$ cat src/rtl/jtag_pkg.sv
// Shared types and TMS sequencing constants for the JTAG IDCODE reader.
package jtag_pkg;

  typedef enum logic [2:0] {
    ST_IDLE,
    ST_TLR,
    ST_NAV,
    ST_SHIFT,
    ST_EXIT
  } state_e;

  localparam int         TLR_CYCLES = 5;
  // TMS patterns are consumed LSB first, one bit per TCK period.
  localparam logic [3:0] NAV_TMS    = 4'b0010;
  localparam logic [1:0] EXIT_TMS   = 2'b01;

endpackage

$ cat src/rtl/jtag_tck_gen.sv
// TCK generator: CLK_DIV system cycles low, CLK_DIV high, with strobes that
// flag the system-clock edge on which TCK is about to rise or fall.
module jtag_tck_gen #(
  parameter int CLK_DIV = 4
) (
  input  logic clk,
  input  logic rst_n,
  input  logic en_i,
  output logic tck_o,
  output logic rise_o,
  output logic fall_o
);

  localparam int            DW      = (CLK_DIV > 1) ? $clog2(CLK_DIV) : 1;
  localparam logic [DW-1:0] DIV_MAX = DW'(CLK_DIV - 1);

  logic [DW-1:0] div_q, div_d;
  logic          tck_q, tck_d;
  logic          wrap;

  assign wrap = en_i && (div_q == DIV_MAX);

  // NOTE: every always_comb output gets a default first so no path can infer a latch.
  always_comb begin
    div_d = '0;
    tck_d = 1'b0;
    if (en_i) begin
      div_d = wrap ? '0 : div_q + DW'(1);
      tck_d = wrap ? ~tck_q : tck_q;
    end
  end

  // NOTE: state registers use non-blocking assignments so all flops update together.
  always_ff @(posedge clk or negedge rst_n) begin
    if (!rst_n) begin
      div_q <= '0;
      tck_q <= 1'b0;
    end else begin
      div_q <= div_d;
      tck_q <= tck_d;
    end
  end

  assign tck_o  = tck_q;
  assign rise_o = wrap & ~tck_q;
  assign fall_o = wrap &  tck_q;

endmodule

$ cat src/rtl/jtag_idcode_reader.sv
// Walks the TAP from reset into Shift-DR and captures the IDCODE, LSB first.
// Define IDCODE_CHECK_EN to build the registered EXPECTED comparator on MATCH.
module jtag_idcode_reader
  import jtag_pkg::*;
#(
  parameter int               WIDTH    = 32,
  parameter int               CLK_DIV  = 4,
  parameter logic [WIDTH-1:0] EXPECTED = WIDTH'(32'h0000_0001)
) (
  input  logic             CLK,
  input  logic             RST_N,
  input  logic             START,
  input  logic             TDO,
  output logic             TCK,
  output logic             TMS,
  output logic             TDI,
  output logic             BUSY,
  output logic             DONE,
  output logic [WIDTH-1:0] ID,
  output logic             MATCH
);

  // Wide enough for both the TLR period count and the shift bit index.
  localparam int CW = $clog2(WIDTH + TLR_CYCLES);

  state_e           state_q, state_d;
  logic [CW-1:0]    cnt_q, cnt_d, cnt_inc;
  logic             tms_q, tms_d;
  logic             busy_q, busy_d;
  logic             done_q, done_d;
  logic [WIDTH-1:0] shift_q, shift_d;
  logic [WIDTH-1:0] id_q, id_d;
  logic             tck_rise, tck_fall;

  jtag_tck_gen #(.CLK_DIV(CLK_DIV)) u_tck_gen (
    .clk    (CLK),
    .rst_n  (RST_N),
    .en_i   (busy_q),
    .tck_o  (TCK),
    .rise_o (tck_rise),
    .fall_o (tck_fall)
  );

  assign cnt_inc = cnt_q + CW'(1);

  // The FSM steps only on TCK-fall strobes, which end one period and begin the next.
  always_comb begin
    state_d = state_q;
    cnt_d   = cnt_q;
    tms_d   = tms_q;
    busy_d  = busy_q;
    done_d  = 1'b0;
    shift_d = shift_q;
    id_d    = id_q;

    if (tck_rise && state_q == ST_SHIFT) shift_d = {TDO, shift_q[WIDTH-1:1]};

    unique case (state_q)
      ST_IDLE: if (START) begin
        state_d = ST_TLR;
        busy_d  = 1'b1;
        cnt_d   = '0;
        tms_d   = 1'b1;
      end
      ST_TLR: if (tck_fall) begin
        if (cnt_q == CW'(TLR_CYCLES - 1)) begin
          state_d = ST_NAV;
          cnt_d   = '0;
          tms_d   = NAV_TMS[0];
        end else begin
          cnt_d = cnt_inc;
          tms_d = 1'b1;
        end
      end
      ST_NAV: if (tck_fall) begin
        if (cnt_q == CW'(3)) begin
          state_d = ST_SHIFT;
          cnt_d   = '0;
          tms_d   = 1'b0;
        end else begin
          cnt_d = cnt_inc;
          tms_d = NAV_TMS[cnt_inc[1:0]];
        end
      end
      ST_SHIFT: if (tck_fall) begin
        if (cnt_q == CW'(WIDTH - 1)) begin
          state_d = ST_EXIT;
          cnt_d   = '0;
          tms_d   = EXIT_TMS[0];
        end else begin
          cnt_d = cnt_inc;
          tms_d = (cnt_inc == CW'(WIDTH - 1));
        end
      end
      ST_EXIT: if (tck_fall) begin
        if (cnt_q == CW'(1)) begin
          state_d = ST_IDLE;
          cnt_d   = '0;
          tms_d   = 1'b1;
          busy_d  = 1'b0;
          done_d  = 1'b1;
          id_d    = shift_q;
        end else begin
          cnt_d = cnt_inc;
          tms_d = EXIT_TMS[1];
        end
      end
      default: begin
        state_d = ST_IDLE;
        cnt_d   = '0;
        tms_d   = 1'b1;
        busy_d  = 1'b0;
      end
    endcase
  end

  // The shift register is reset too, so an aborted read leaves no stale bits behind.
  always_ff @(posedge CLK or negedge RST_N) begin
    if (!RST_N) begin
      state_q <= ST_IDLE;
      cnt_q   <= '0;
      tms_q   <= 1'b1;
      busy_q  <= 1'b0;
      done_q  <= 1'b0;
      shift_q <= '0;
      id_q    <= '0;
    end else begin
      state_q <= state_d;
      cnt_q   <= cnt_d;
      tms_q   <= tms_d;
      busy_q  <= busy_d;
      done_q  <= done_d;
      shift_q <= shift_d;
      id_q    <= id_d;
    end
  end

`ifdef IDCODE_CHECK_EN
  logic match_q;

  always_ff @(posedge CLK or negedge RST_N) begin
    if (!RST_N)      match_q <= 1'b0;
    else if (done_d) match_q <= (shift_q == EXPECTED);
  end

  assign MATCH = match_q;
`else
  assign MATCH = 1'b0;
`endif

  assign TMS  = tms_q;
  assign TDI  = 1'b1;
  assign BUSY = busy_q;
  assign DONE = done_q;
  assign ID   = id_q;

endmodule

$ cat config.mk
export PLATFORM = sky130hd
export DESIGN_NAME = jtag_idcode_reader
export DESIGN_NICKNAME = d
export VERILOG_FILES = /design/src/rtl/jtag_pkg.sv /design/src/rtl/jtag_tck_gen.sv /design/src/rtl/jtag_idcode_reader.sv
export SDC_FILE = /design/constraint.sdc
export NUM_CORES = 1
export LEC_CHECK = 0
export ABC_AREA = 1
export CAP_MARGIN = 30
export CORE_MARGIN = 8
export CORE_UTILIZATION = 59
export DETAILED_ROUTE_END_ITERATION = 10
export GPL_TIMING_DRIVEN = 0
export HOLD_SLACK_MARGIN = 0.02
export PLACE_DENSITY = 0.84
export SETUP_SLACK_MARGIN = 0.3
export SYNTH_ARGS = -nofsm -noshare
export SYNTH_HDL_FRONTEND = slang
export SYNTH_SLANG_ARGS = --single-unit
$ cat constraint.sdc
create_clock -name CLK -period 3.9 [get_ports CLK]
set_clock_uncertainty 0.1 [all_clocks]
set_input_delay 0.78 -clock CLK [delete_from_list [all_inputs] [get_ports CLK]]
set_output_delay 0.78 -clock CLK [all_outputs]
set_load 0.05 [all_outputs]
==> results of run 1 <==
[metrics by stage]
stage                     instances  setup TNS, ns  util (%)
final                           489              0      74.4
after global routing            489              0      74.4
after CTS                       489              0      74.4
after detailed placement        473              0      70.4
after global placement          472         -56.44      69.9
after floorplan                 361              0         -
[power breakdown]
part           total (mW)  switching (mW)  internal [mW]  leakage [nW]
Clock               0.676           0.297          0.378         0.110
Sequential          0.819        0.000143          0.819          1.06
Combinational      0.0278          0.0208        0.00700         0.703
[sequential cells by signal, indices dropped and copies added (netlist names), 2 cells and up]
register / cells
cnt_q: 6
u_tck_gen.div_q: 2
state_q: 3
ID: 32
shift_q: 32
[routing by layer]
layer	GRT usage (%)	wire, um	vias to the layer above
li1	-	-	1244
met1	22.4	3190	1223
met2	27.8	3400	39
met3	3.70	229	13
met4	9.69	138	0
met5	0	0	-
[worst max path at each step]
stage	from	endpoint	slack, ns	depth (start not counted)
global route	BUSY	BUSY	1.27	1
finish	BUSY	BUSY	1.33	1
CTS	BUSY	BUSY	1.31	1
detailed placement	BUSY	BUSY	1.69	1
floorplan	BUSY	ID[17]	2.18	6
global placement	RST_N	ID[15]	-0.73	1
[synth_stat cells, types with 2 or more instances]
cell	count
o21ai_1	22
conb_1	2
nand4_1	2
inv_2	3
ha_1	5
dfrtp_1	78
buf_6	5
o22ai_1	3
o21ai_2	14
nand3_1	11
clkbuf_1	5
o21ai_0	37
inv_1	49
buf_4	3
nand2_1	97
nor2_1	12
[worst reg2reg max path: cells and delay by family, from the launching register on]
| kind | cells | cell delay [ns] |
|---|---|---|
| buffers and inverters | 1 | 0.09 |
| adder cells (fa/ha/maj) | 1 | 0.26 |
| AND/OR/NAND/NOR | 7 | 0.80 |
| AO/OA/AOI/OAI | 1 | 0.06 |
| flip-flops | 1 | 0.45 |
[kinds of logic after synthesis]
kind of cell,synth area share (%)
simple gates,16.5
compound gates,13.6
flops,58.7
buf+inv,8.84
fa+ha+maj,1.86
other cells,0.223
xor+xnor,0.260
[area by class of cell]
cell class                      instances  area [um^2]
Buffer                                 14          103
Clock buffer                           11          141
Clock inverter                          5         81.3
Fill cell                             375         1410
Inverter                               52          195
Multi-Input combinational cell        216         1090
Sequential cell                        79         1980
Tap cell                               72         90.1
Timing Repair Buffer                   40          415
==> key figures, run 1 <==
Yosys
  – Sequential fraction of the synthesis area: a little under 60%
  – Syn_nets: 370
  – Number of flops mapped to enable cells by yosys: 0
  – Gate Count Post-Synth: 361
  – Synth cell types: 29
  – Post-synth top area cell: dfrtp_1
  – Top-area cell type share of the netlist area: ~58%
  – Mapped cell area: ~0.0034 mm^2
  – Yosys reg bits: just under 80
  – Ys Warns: 0
  – Mean Syn Cell Area: about 9.3 um^2
  – Synth top area cells: dfrtp_1 (58%), nand2_1 (11%), o21ai_0 (5.5%)
  – Post-synth ARST share: 100%
  – Most used DFF post-synth: dfrtp_1

Clock network
  – Post-CTS Setup Inserts: 0
  – H-Tree Depth: 3
  – TritonCTS Sinks: 79
  – Clk Latency, worst-skew pair: about 0.35 ns
  – CTS tree: built
  – CTS Hold Buffers Added: 0
  – Resize count post-CTS: 0
  – CTS clk-pin slew, worst paths: 0.08 ns
  – Clk buf depth: 2
  – CTS Buf Count: 9
  – Clock root buffer: clkbuf_8

Global route
  – Total track usage: 17.7%
  – First-pass GRT wire length: about 12000 um
  – Initial antenna violation count: 0
  – Overflow after GRT: 0
  – Vias in the first global route: around 2600
  – Largest net degree at the start of global routing: 60

Setup path
  – Crit. End Element: primary output
  – Worst r2r src: cnt_q[0]
  – WP buf/inv: 1
  – CP cell instances: clkdlybuf4s50_1
  – Setup CP Type: reg2out
  – Slowest CP cell: clkdlybuf4s50_1
  – CP required: between 3 and 4 ns
  – Crit Reg-Reg Endpoint: state_q[1]
  – Worst-path maximum fanout: 7
  – CP Launch Type: register
  – Worst path arrival time: about 1.7 ns
  – Largest stage delay, worst path: approximately 0.86 ns
  – Crit path max-delay family: buffers and inverters
  – Worst-case reg-to-reg path depth: 10
  – Reg2Reg Setup Slack: between 2 and 2.5 ns

Power and ir drop
  – Worst vdd ir: between 0.0002 and 0.0003 V
  – Power density cells: ~370 mW/mm^2
  – Leakage: ~1.9 nW
  – Power, Total: approximately 1.5 mW

Floorplan
  – Core Region: 0.00551 mm^2
  – Die Area: approximately 0.0084 mm^2
  – Starting Density: 61.2%
  – Cell row count: 27
  – Die width: 91.6 um
  – Io pins: 42
  – Die Height: about 90 um

Routing
  – Final WL: ~7000 um
  – Vias: about 2500
  – Avg WL per Cell: roughly 14 um
  – DRC viols: 0
  – Post-DRT Antenna Nets: 0
  – DRT iter0 DRCs: around 140
  – DR vias/cell: around 5.2
  – Drt pass-1 iters: 4

STA
  – Rel. slew slack: around 66%
  – Period Utilization, post-route: between 60 and 70%
  – Hold Slack: ~0.21 ns
  – Final min period: ~2.6 ns
  – Final WS setup: ~1.3 ns
  – Setup violations, final: 0
  – RSZ-0062 raised after global routing: no
  – Hold Vio Cnt, Final: 0
  – Measured slew at the worst slew-check pin: 0.509 ns
  – Final slew viol count: 0
  – Peak Freq: 0.389 GHz

Layout
  – Area growth syn-to-layout: 21.6%
  – Share of post-route cells with drive strength above 1: a little under an eighth
  – Commonest non-fill, non-tap cell in the layout: nand2_1
  – Antenna Cells: 0
  – Final nets: 421
  – Most frequent cells in the layout: nand2_1 (97), dfrtp_1 (78), inv_1 (49)
  – Fin area: 0.00410 mm^2

Place
  – DP HPWL: around 4800 um
  – DP Worst Slack: between 1.5 and 2 ns
  – Global placer's final weighted congestion: roughly 0.86
  – Port-buffer cells: 39
  – Area after DPL: between 0.003 and 0.004 mm^2

Job
  – MaxCap Viol Count: 0

Hold path
  – HP Class: in2async

Run status
  – Status: complete, no violations
(Power assumes the default switching activity.)
==> run 2, diff against run 1 <==
Settings changed: CORE_UTILIZATION 59 to 49, PLACE_DENSITY 0.84 to 0.75.
Clock period 3.9 ns to 2.25 ns, I/O delays scaled along.
==> run 2 against run 1 <==
Critical path depth unchanged. Sequential power up 73%. Via count down 2.1%. Register-to-register slack worse by 1.6 ns. Die area up 17%. Sequential share of layout area up 0.55 points. Routed wire length down 1.1%. Largest cell class unchanged.
==> key figures, run 2 (synthesis gave the netlist of run 1 again) <==
Setup path
  – Worst r2r src: cnt_q[1]
  – Critical path depth in cells: 1
  – Setup crit end: ID[3]
  – WP buf/inv: 1
  – CP cell instances: dlygate4sd2_1
  – Worst path arrival time: about 1.3 ns
  – Reg2Reg Setup Slack: roughly 0.47 ns
  – Crit path max-delay family: buffers and inverters
  – Setup CP Type: reg2out
  – Largest stage delay, worst path: ~0.55 ns
  – Crit. End Element: primary output
  – Crit Reg-Reg Endpoint: ID[26]
  – Worst-case reg-to-reg path depth: 8
  – Worst-path maximum fanout: 2
  – CP Launch Type: register
  – Crit. Startpoint: ID[3]
  – Slowest CP cell: dlygate4sd2_1
  – CP required: 1.70 ns

Place
  – DP HPWL: just under 5000 um
  – Port-buffer cells: 39
  – Global placer's final weighted congestion: between 0.7 and 0.8

Floorplan
  – Io pins: 42
  – Starting Density: between 50% and 60%
  – Die Area: 0.00979 mm^2
  – Core Region: 0.00672 mm^2
  – Die width: a little under 100 um
  – Cell row count: 30
  – Die Height: approximately 100 um

Clock network
  – CTS Buf Count: 9
  – Clock root buffer: clkbuf_8
  – CTS clk-pin slew, worst paths: roughly 0.080 ns
  – Clk buf depth: 2
  – H-Tree Depth: 3
  – Clk Latency, worst-skew pair: 0.35 ns
  – TritonCTS Sinks: between 70 and 80
  – Post-CTS Setup Inserts: 0
  – CTS tree: built

Layout
  – Area growth syn-to-layout: 20.3%
  – Most frequent cells in the layout: nand2_1 (97), dfrtp_1 (77), inv_1 (49)
  – Share of post-route cells with drive strength above 1: between 10% and 20%
  – Commonest non-fill, non-tap cell in the layout: nand2_1
  – Layout Utilization: 60.3%
  – Antenna Cells: 0
  – Final nets: 422

Global route
  – Total track usage: 15.5%
  – Vias in the first global route: roughly 2600
  – Largest net degree at the start of global routing: 65
  – Initial antenna violation count: 0
  – First-pass GRT wire length: around 12000 um
  – Overflow after GRT: 0

STA
  – Period Utilization, post-route: 81.3%
  – Hold Slack: ~0.34 ns
  – Measured slew at the worst slew-check pin: about 0.5 ns
  – Peak Freq: 0.546 GHz
  – Final slew viol count: 0
  – Final min period: between 1.5 and 2 ns
  – RSZ-0062 raised after global routing: no
  – Hold Vio Cnt, Final: 0
  – Setup violations, final: 0
  – Rel. slew slack: 66.0%

Routing
  – DR vias/cell: approximately 5
  – Vias: 2466
  – Top layer in use: met4
  – Avg WL per Cell: ~14 um
  – Post-DRT Antenna Nets: 0
  – DRC viols: 0
  – Met3 Routed Length: 264 um
  – Met1 Wirelength: about 3100 um
  – Final WL: about 7000 um
  – Routed wl met2: 3350 um
  – Drt pass-1 iters: 4
  – DRT iter0 DRCs: 128

Job
  – MaxCap Viol Count: 0

Hold path
  – HP Class: reg2reg

Power and ir drop
  – Power density cells: 630 mW/mm^2
  – Worst vdd ir: approximately 0.00042 V
  – Leakage: around 2.0 nW

Run status
  – Status: complete, no violations
## run 2: where the power goes
group	total, mW	switching (mW)	internal, mW
combinational	0.0505	0.0372	0.0133
sequential	1.42	0.000209	1.42
clock	1.08	0.536	0.548
## run 2: repair_timing
action / in CTS / in global routing
hold buffers: 1 / 0
setup endpoints to repair: 36 / 8
endpoints found under the hold margin: 15 / 0
pin swaps: 0 / 0
gates resized for setup: 37 / 8
## run 2: worst min-delay path by stage
| stage | start | to | cells past startpoint |
|---|---|---|---|
| floorplan | RST_N | BUSY | 0 |
| global placement | u_tck_gen.div_q[0] | u_tck_gen.div_q[0] | 1 |
| detailed placement | RST_N | cnt_q[2] | 1 |
| CTS | u_tck_gen.div_q[0] | u_tck_gen.div_q[0] | 1 |
| global route | u_tck_gen.div_q[0] | u_tck_gen.div_q[0] | 1 |
| finish | u_tck_gen.div_q[0] | u_tck_gen.div_q[0] | 1 |
## run 2: per-layer routing
| layer | global-route usage [%] | vias to the layer above |
|---|---|---|
| met5 | 0 | - |
| met4 | 8.03 | 0 |
| met3 | 3.59 | 12 |
| met2 | 24.4 | 46 |
| met1 | 19.5 | 1169 |
| li1 | - | 1239 |
## run 2: area by class of cell
type | instances | area, um^2
clock buffers | 10 | 138
plain buffers | 14 | 104
well taps | 80 | 100
repair buffers | 41 | 373
multi-input cells | 216 | 1100
clock inverters | 6 | 68.8
inverters | 52 | 195
fillers | 584 | 2670
flip-flops and latches | 79 | 1980
## run 2: through the flow
step | setup TNS (ns) | worst slack (ns) | total power [mW] | cells | area [um^2]
6_report | 0 | 0.420 | 2.55 | 498 | 4050
5_1_grt | 0 | 0.311 | 2.65 | 498 | 4050
4_1_cts | 0 | 0.268 | 2.56 | 498 | 4060
3_5_place_dp | 0 | 0.368 | 1.50 | 481 | 3880
3_3_place_gp | -165.42 | -2.11 | 1.49 | 480 | 3860
2_1_floorplan | 0 | 0.528 | 1.46 | 361 | 3370
